===== src/rtl/lfsr_pkg.sv =====
// Shared types and constants for the LFSR configuration path:
// loader FSM states, frame targets and error codes.
package lfsr_pkg;

    typedef enum logic [1:0] {
        IDLE   = 2'd0,
        SHIFT  = 2'd1,
        COMMIT = 2'd2
    } state_e;

    localparam logic TGT_TAP  = 1'b0;
    localparam logic TGT_SEED = 1'b1;

    localparam logic [1:0] ERR_NONE    = 2'b00;
    localparam logic [1:0] ERR_SHORT   = 2'b01;
    localparam logic [1:0] ERR_OVERRUN = 2'b10;
    localparam logic [1:0] ERR_ZERO    = 2'b11;

endpackage


===== src/rtl/shift_reg_en.sv =====
// Serial-in, MSB-first shift register with synchronous clear and clock enable.
// Clear wins over enable.
module shift_reg_en #(
    parameter int W = 8
) (
    input  logic         clk,
    input  logic         clr_i,
    input  logic         en_i,
    input  logic         d_i,
    output logic [W-1:0] q_o
);

    logic [W-1:0] q_q;

    // Shadow storage: clear, shift on enable, otherwise hold.
    always_ff @(posedge clk) begin
        if (clr_i) begin
            q_q <= {W{1'b0}};
        end else if (en_i) begin
            q_q <= {q_q[W-2:0], d_i};
        end else begin
            q_q <= q_q;
        end
    end

    assign q_o = q_q;

endmodule


===== src/rtl/lfsr_cfg_loader.sv =====
// Serial tap/seed loader: shifts a frame into a shadow register, validates length
// and value, then commits it to the targeted active register in one cycle.
module lfsr_cfg_loader
    import lfsr_pkg::*;
#(
    parameter int                  REG_SIZE   = 8,
    parameter logic [REG_SIZE-1:0] TAP_RESET  = 8'hB8,
    parameter logic [REG_SIZE-1:0] SEED_RESET = 8'h01
) (
    input  logic                clk,
    input  logic                reset,
    input  logic                cfg_start,
    input  logic                cfg_sel,
    input  logic                load,
    input  logic                tap_in,
    input  logic                cfg_end,
    output logic [REG_SIZE-1:0] tap_reg,
    output logic [REG_SIZE-1:0] seed_reg,
    output logic                cfg_done,
    output logic                cfg_err,
    output logic [1:0]          err_code,
    output logic                busy
);

    localparam int            CW       = $clog2(REG_SIZE + 2);
    localparam logic [CW-1:0] CNT_FULL = CW'(REG_SIZE);
    // One past full marks an overrun; the counter parks there.
    localparam logic [CW-1:0] CNT_MAX  = CW'(REG_SIZE + 1);

    state_e              state_q, state_d;
    logic [CW-1:0]       count_q;
    logic                target_q;
    logic [REG_SIZE-1:0] tap_q, seed_q;
    logic                done_q, err_q;
    logic [1:0]          code_q;

    logic [REG_SIZE-1:0] shadow_s;
    logic [CW-1:0]       cnt_inc_s, cnt_nxt_s;
    logic                start_s, shift_en_s, clr_s;

    assign start_s    = cfg_start && ((state_q == IDLE) || (state_q == SHIFT));
    assign shift_en_s = (state_q == SHIFT) && load && !cfg_start;
    assign clr_s      = reset || start_s;
    assign cnt_inc_s  = (count_q == CNT_MAX) ? count_q : (count_q + CW'(1));
    assign cnt_nxt_s  = load ? cnt_inc_s : count_q;

    shift_reg_en #(.W(REG_SIZE)) u_shadow (
        .clk   (clk),
        .clr_i (clr_s),
        .en_i  (shift_en_s),
        .d_i   (tap_in),
        .q_o   (shadow_s)
    );

    // FSM state register.
    always_ff @(posedge clk) begin
        if (reset) begin
            state_q <= IDLE;
        end else begin
            state_q <= state_d;
        end
    end

    // FSM next-state logic; a restart takes priority over end-of-frame.
    always_comb begin
        state_d = state_q;
        case (state_q)
            IDLE: begin
                if (cfg_start) state_d = SHIFT;
                else           state_d = IDLE;
            end
            SHIFT: begin
                if (cfg_start)                  state_d = SHIFT;
                else if (!cfg_end)              state_d = SHIFT;
                else if (cnt_nxt_s == CNT_FULL) state_d = COMMIT;
                else                            state_d = IDLE;
            end
            COMMIT:  state_d = IDLE;
            default: state_d = IDLE;
        endcase
    end

    // FSM output logic.
    always_comb begin
        busy = (state_q != IDLE);
    end

    // Frame counter, status pulses and active register commit.
    always_ff @(posedge clk) begin
        if (reset) begin
            count_q  <= {CW{1'b0}};
            target_q <= TGT_TAP;
            tap_q    <= TAP_RESET;
            seed_q   <= SEED_RESET;
            done_q   <= 1'b0;
            err_q    <= 1'b0;
            code_q   <= ERR_NONE;
        end else begin
            done_q <= 1'b0;
            err_q  <= 1'b0;
            if (start_s) begin
                count_q  <= {CW{1'b0}};
                target_q <= cfg_sel;
                code_q   <= ERR_NONE;
            end else if (state_q == SHIFT) begin
                count_q <= cnt_nxt_s;
                if (cfg_end && (cnt_nxt_s < CNT_FULL)) begin
                    err_q  <= 1'b1;
                    code_q <= ERR_SHORT;
                end else if (cfg_end && (cnt_nxt_s > CNT_FULL)) begin
                    err_q  <= 1'b1;
                    code_q <= ERR_OVERRUN;
                end else begin
                    code_q <= code_q;
                end
            end else if (state_q == COMMIT) begin
                if (shadow_s == {REG_SIZE{1'b0}}) begin
                    err_q  <= 1'b1;
                    code_q <= ERR_ZERO;
                end else if (target_q == TGT_SEED) begin
                    seed_q <= shadow_s;
                    done_q <= 1'b1;
                end else begin
                    tap_q  <= shadow_s;
                    done_q <= 1'b1;
                end
            end else begin
                count_q <= count_q;
            end
        end
    end

    assign tap_reg  = tap_q;
    assign seed_reg = seed_q;
    assign cfg_done = done_q;
    assign cfg_err  = err_q;
    assign err_code = code_q;

endmodule


===== config.mk =====
export PLATFORM = sky130hd
export DESIGN_NAME = lfsr_cfg_loader
export DESIGN_NICKNAME = d
export VERILOG_FILES = /design/src/rtl/lfsr_pkg.sv /design/src/rtl/shift_reg_en.sv /design/src/rtl/lfsr_cfg_loader.sv
export SDC_FILE = /design/constraint.sdc
export NUM_CORES = 1
export LEC_CHECK = 0
export CORE_ASPECT_RATIO = 0.8
export CORE_MARGIN = 8
export CORE_UTILIZATION = 34
export CTS_CLUSTER_DIAMETER = 30
export DETAILED_ROUTE_END_ITERATION = 10
export MAX_ROUTING_LAYER = met4
export PLACE_DENSITY = 0.67
export SLEW_MARGIN = 20
export SYNTH_ARGS = -nofsm -noshare
export SYNTH_HDL_FRONTEND = slang
export SYNTH_SLANG_ARGS = --single-unit

===== constraint.sdc =====
create_clock -name clk -period 2.6 [get_ports clk]
set_input_delay 0.65 -clock clk [delete_from_list [all_inputs] [get_ports clk]]
set_output_delay 0.65 -clock clk [all_outputs]
set_load 0.01 [all_outputs]

==> impl_metrics.csv <==
group,metric,value,unit
cells_and_area,final_util,44.1,%
global_routing,grt.total_usage,10.3,%
yosys,synthCells,161,
pwr,powerDensity,540,nW/µm²
cells_and_area,drive_gt1_share,9.90,%
cells_and_area,sequential_cell_area,701,µm²
yosys,ys.flop_type,"dfxtp_1",
global_routing,grt_pass1_wl,5600,µm
critical_path,critPathKind,"flip-flop to primary output",
critical_path,cp_slowest_cell,"clkdlybuf4s50_1",
cts,postCtsSetupRepairBufs,0,
cts,clkSinkCount,35,
routing,drt_iter0_drc,66,
cts,cts_resized,0,
cts,clk_pin_slew,0.07,ns
cts,cts_made_buffers,5,
floorplanning,die_width,91.0,µm
cts,cts_max_level,2,
global_routing,grt_pass1_vias,1142,
status,status,"completed",
floorplanning,core_area,4460,µm²
cells_and_area,multi_input_area,757,µm²
global_routing,overflow,0,
cells_and_area,fill_cells,447,
timing,rsz0062_at_grt,"no",
global_routing,grt_max_degree,26,
cts,cts_hold_buf,0,
critical_path,end_kind,"primary output",
yosys,syn_area,1530,µm²
timing,tightest_slew,0.675,ns
critical_path,path_common_cell,"inv_1",
yosys,synth_edf_count,0,
timing,fin_crit,2.16,ns
floorplanning,die_h,76.0,µm
critical_path,crit_chain,"inv_1 > ha_1 > inv_1 > clkdlybuf4s50_1",
yosys,synth_cell_types,40,
critical_path,cpLargestDelayFamily,"buffers and inverters",
routing,drcViolationCount,0,
cells_and_area,area_growth,28.5,%
floorplanning,initial_core_util,34.3,%
cts,clockBufferDepth,2,
timing,hold_viol,0,
cells_and_area,diodes,0,
floorplanning,die_area,6920,µm²
placement,portBuffers,27,
critical_path,max_stage_delay,0.52,ns
critical_path,path_buf_inv,3,
floorplanning,rows,22,
timing,setup_violations,0,
timing,fin_crit_sh,83.0,%
critical_path,crit_fanout,3,
cts,cts_root_buf,"clkbuf_8",
yosys,yosysSeqAreaShare,45.8,%
critical_path,start_kind,"flip-flop",
timing,hold_slack,0.482,ns
placement,dp_hpwl,2290,µm
worst_hold_path,hold_path.class,"flip-flop to flip-flop",
cts,cts_tree,"built",
global_routing,antenna_found_initial,0,
routing,wl_per_cell,13.0,µm
yosys,synth_warnings,0,
cts,worstSkewPairLatency,0.29,ns
yosys,synth_seq_cells,35,
routing,wirelength,3280,µm
pwr,p_leak,0.824,nW
timing,drv_slew,0,
cells_and_area,fin_nets,203,
routing,via_per_inst,4.76,
yosys,syn-num-nets,173,
timing,relSlewSlack,55.0,%
timing,clock.fmax,0.463,GHz
timing,finClkSkew,0.00956,ns
critical_path,worstPathArrival,1.51,ns
critical_path,cp.required,1.95,ns
flow_run,drv_cap,0,
pwr,ir_drop,0.000333,V
routing,drtPass1Iterations,4,
routing,routed-via-count,1200,
yosys,syn_area_per_cell,9.50,µm²
pwr,p_total,0.00106,W
floorplanning,pin_count,28,
placement,routabilityCongestion,0.773,
timing,fin_tns_setup,0,ns
routing,antenna_left,0,
yosys,synth-async-reset-ratio,0,%
final timing paths:
kind	from	endpoint	cells past startpoint	slack, ns
max reg2reg	state_q[1]	tap_reg[0]	6	0.48
min reg2reg	target_q	target_q	2	0.48
max	state_q[1]	busy	4	0.44
min	target_q	target_q	2	0.48
routing by layer:
metal  routed length (µm)  part of all wire, %  GRT usage [%]  vias up
li1                     -                    -              -      617
met2                 1250                   38           12.7       26
met5                    0                    0              -        -
met3                  155                  4.7           2.85        6
met4                   52                  1.6           5.87        0
met1                 1830                   56           14.2      551
cell usage after synthesis (2+ instances only):
master,number,area [µm²]
nand2_1,6,22.5
o21ai_0,2,10.0
nand2b_1,2,12.5
a31oi_1,2,12.5
clkbuf_1,4,15.0
nand3b_1,2,15.0
mux2i_1,19,190
nand3_1,4,20.0
nor3_1,5,25.0
ha_1,5,62.6
inv_1,8,30.0
a21oi_1,9,45.0
a211oi_1,2,15.0
nor2_1,28,105
xor2_1,2,17.5
dfxtp_1,35,701
o211a_1,2,20.0
or4_4,2,22.5
where the power goes:
group	total (W)	internal [W]	switching (W)
combinational	0.0000764	0.0000354	0.0000410
sequential	0.000547	0.000542	0.00000486
clock	0.000439	0.000241	0.000198
layout by cell type (no fill, tap or decap), types with 2 or more instances in the layout:
cell             Yosys  final
nand3b_1             2      2
nand2b_1             2      2
ha_1                 5      5
nand3_1              4      4
nand2_1              6      6
a21oi_1              9      9
nor3_1               5      5
dfxtp_1             35     35
a31oi_1              2      2
or4_4                2      2
o21ai_0              2      2
clkbuf_8             1      7
a211oi_1             2      2
o211a_1              2      2
inv_1                8      8
xor2_1               2      2
mux2i_1             19     19
clkdlybuf4s50_1      0     27
buf_4                0      4
nor2_1              28     28
worst register-to-register path: stages, from the launching register on:
cell and delay, ns:
dfxtp_1 0.35, inv_1 0.07, ha_1 0.21, o21ai_0 0.46
o2111a_1 0.61, mux2i_1 0.25, nor2_1 0.05
cell type report:
class / instances / share of cell area [%]
flip-flops and latches: 35 / 35.6
clock inverters: 1 / 0.382
inverters: 8 / 1.53
multi-input cells: 110 / 38.5
repair buffers: 31 / 15.3
clock buffers: 7 / 4.90
well taps: 60 / 3.82
through the flow:
step,setup WS [ns],instance area (µm²),std cells
2_1_floorplan,0.761,1530,161
3_3_place_gp,0.231,1860,244
3_5_place_dp,0.204,1860,244
4_1_cts,0.435,1970,252
5_1_grt,0.258,1970,252
6_report,0.442,1970,252
cell families (layout without fill, tap and decap cells):
group | count (synthesis) | after routing | synth area share, %
xor+xnor | 3 | 3 | 1.72
flops | 35 | 35 | 45.8
compound gates | 24 | 24 | 11.9
fa+ha+maj | 5 | 5 | 4.09
buf+inv | 16 | 47 | 4.74
simple gates | 59 | 59 | 19.4
mux | 19 | 19 | 12.4
Note: power is estimated with default switching activity, not from simulation.
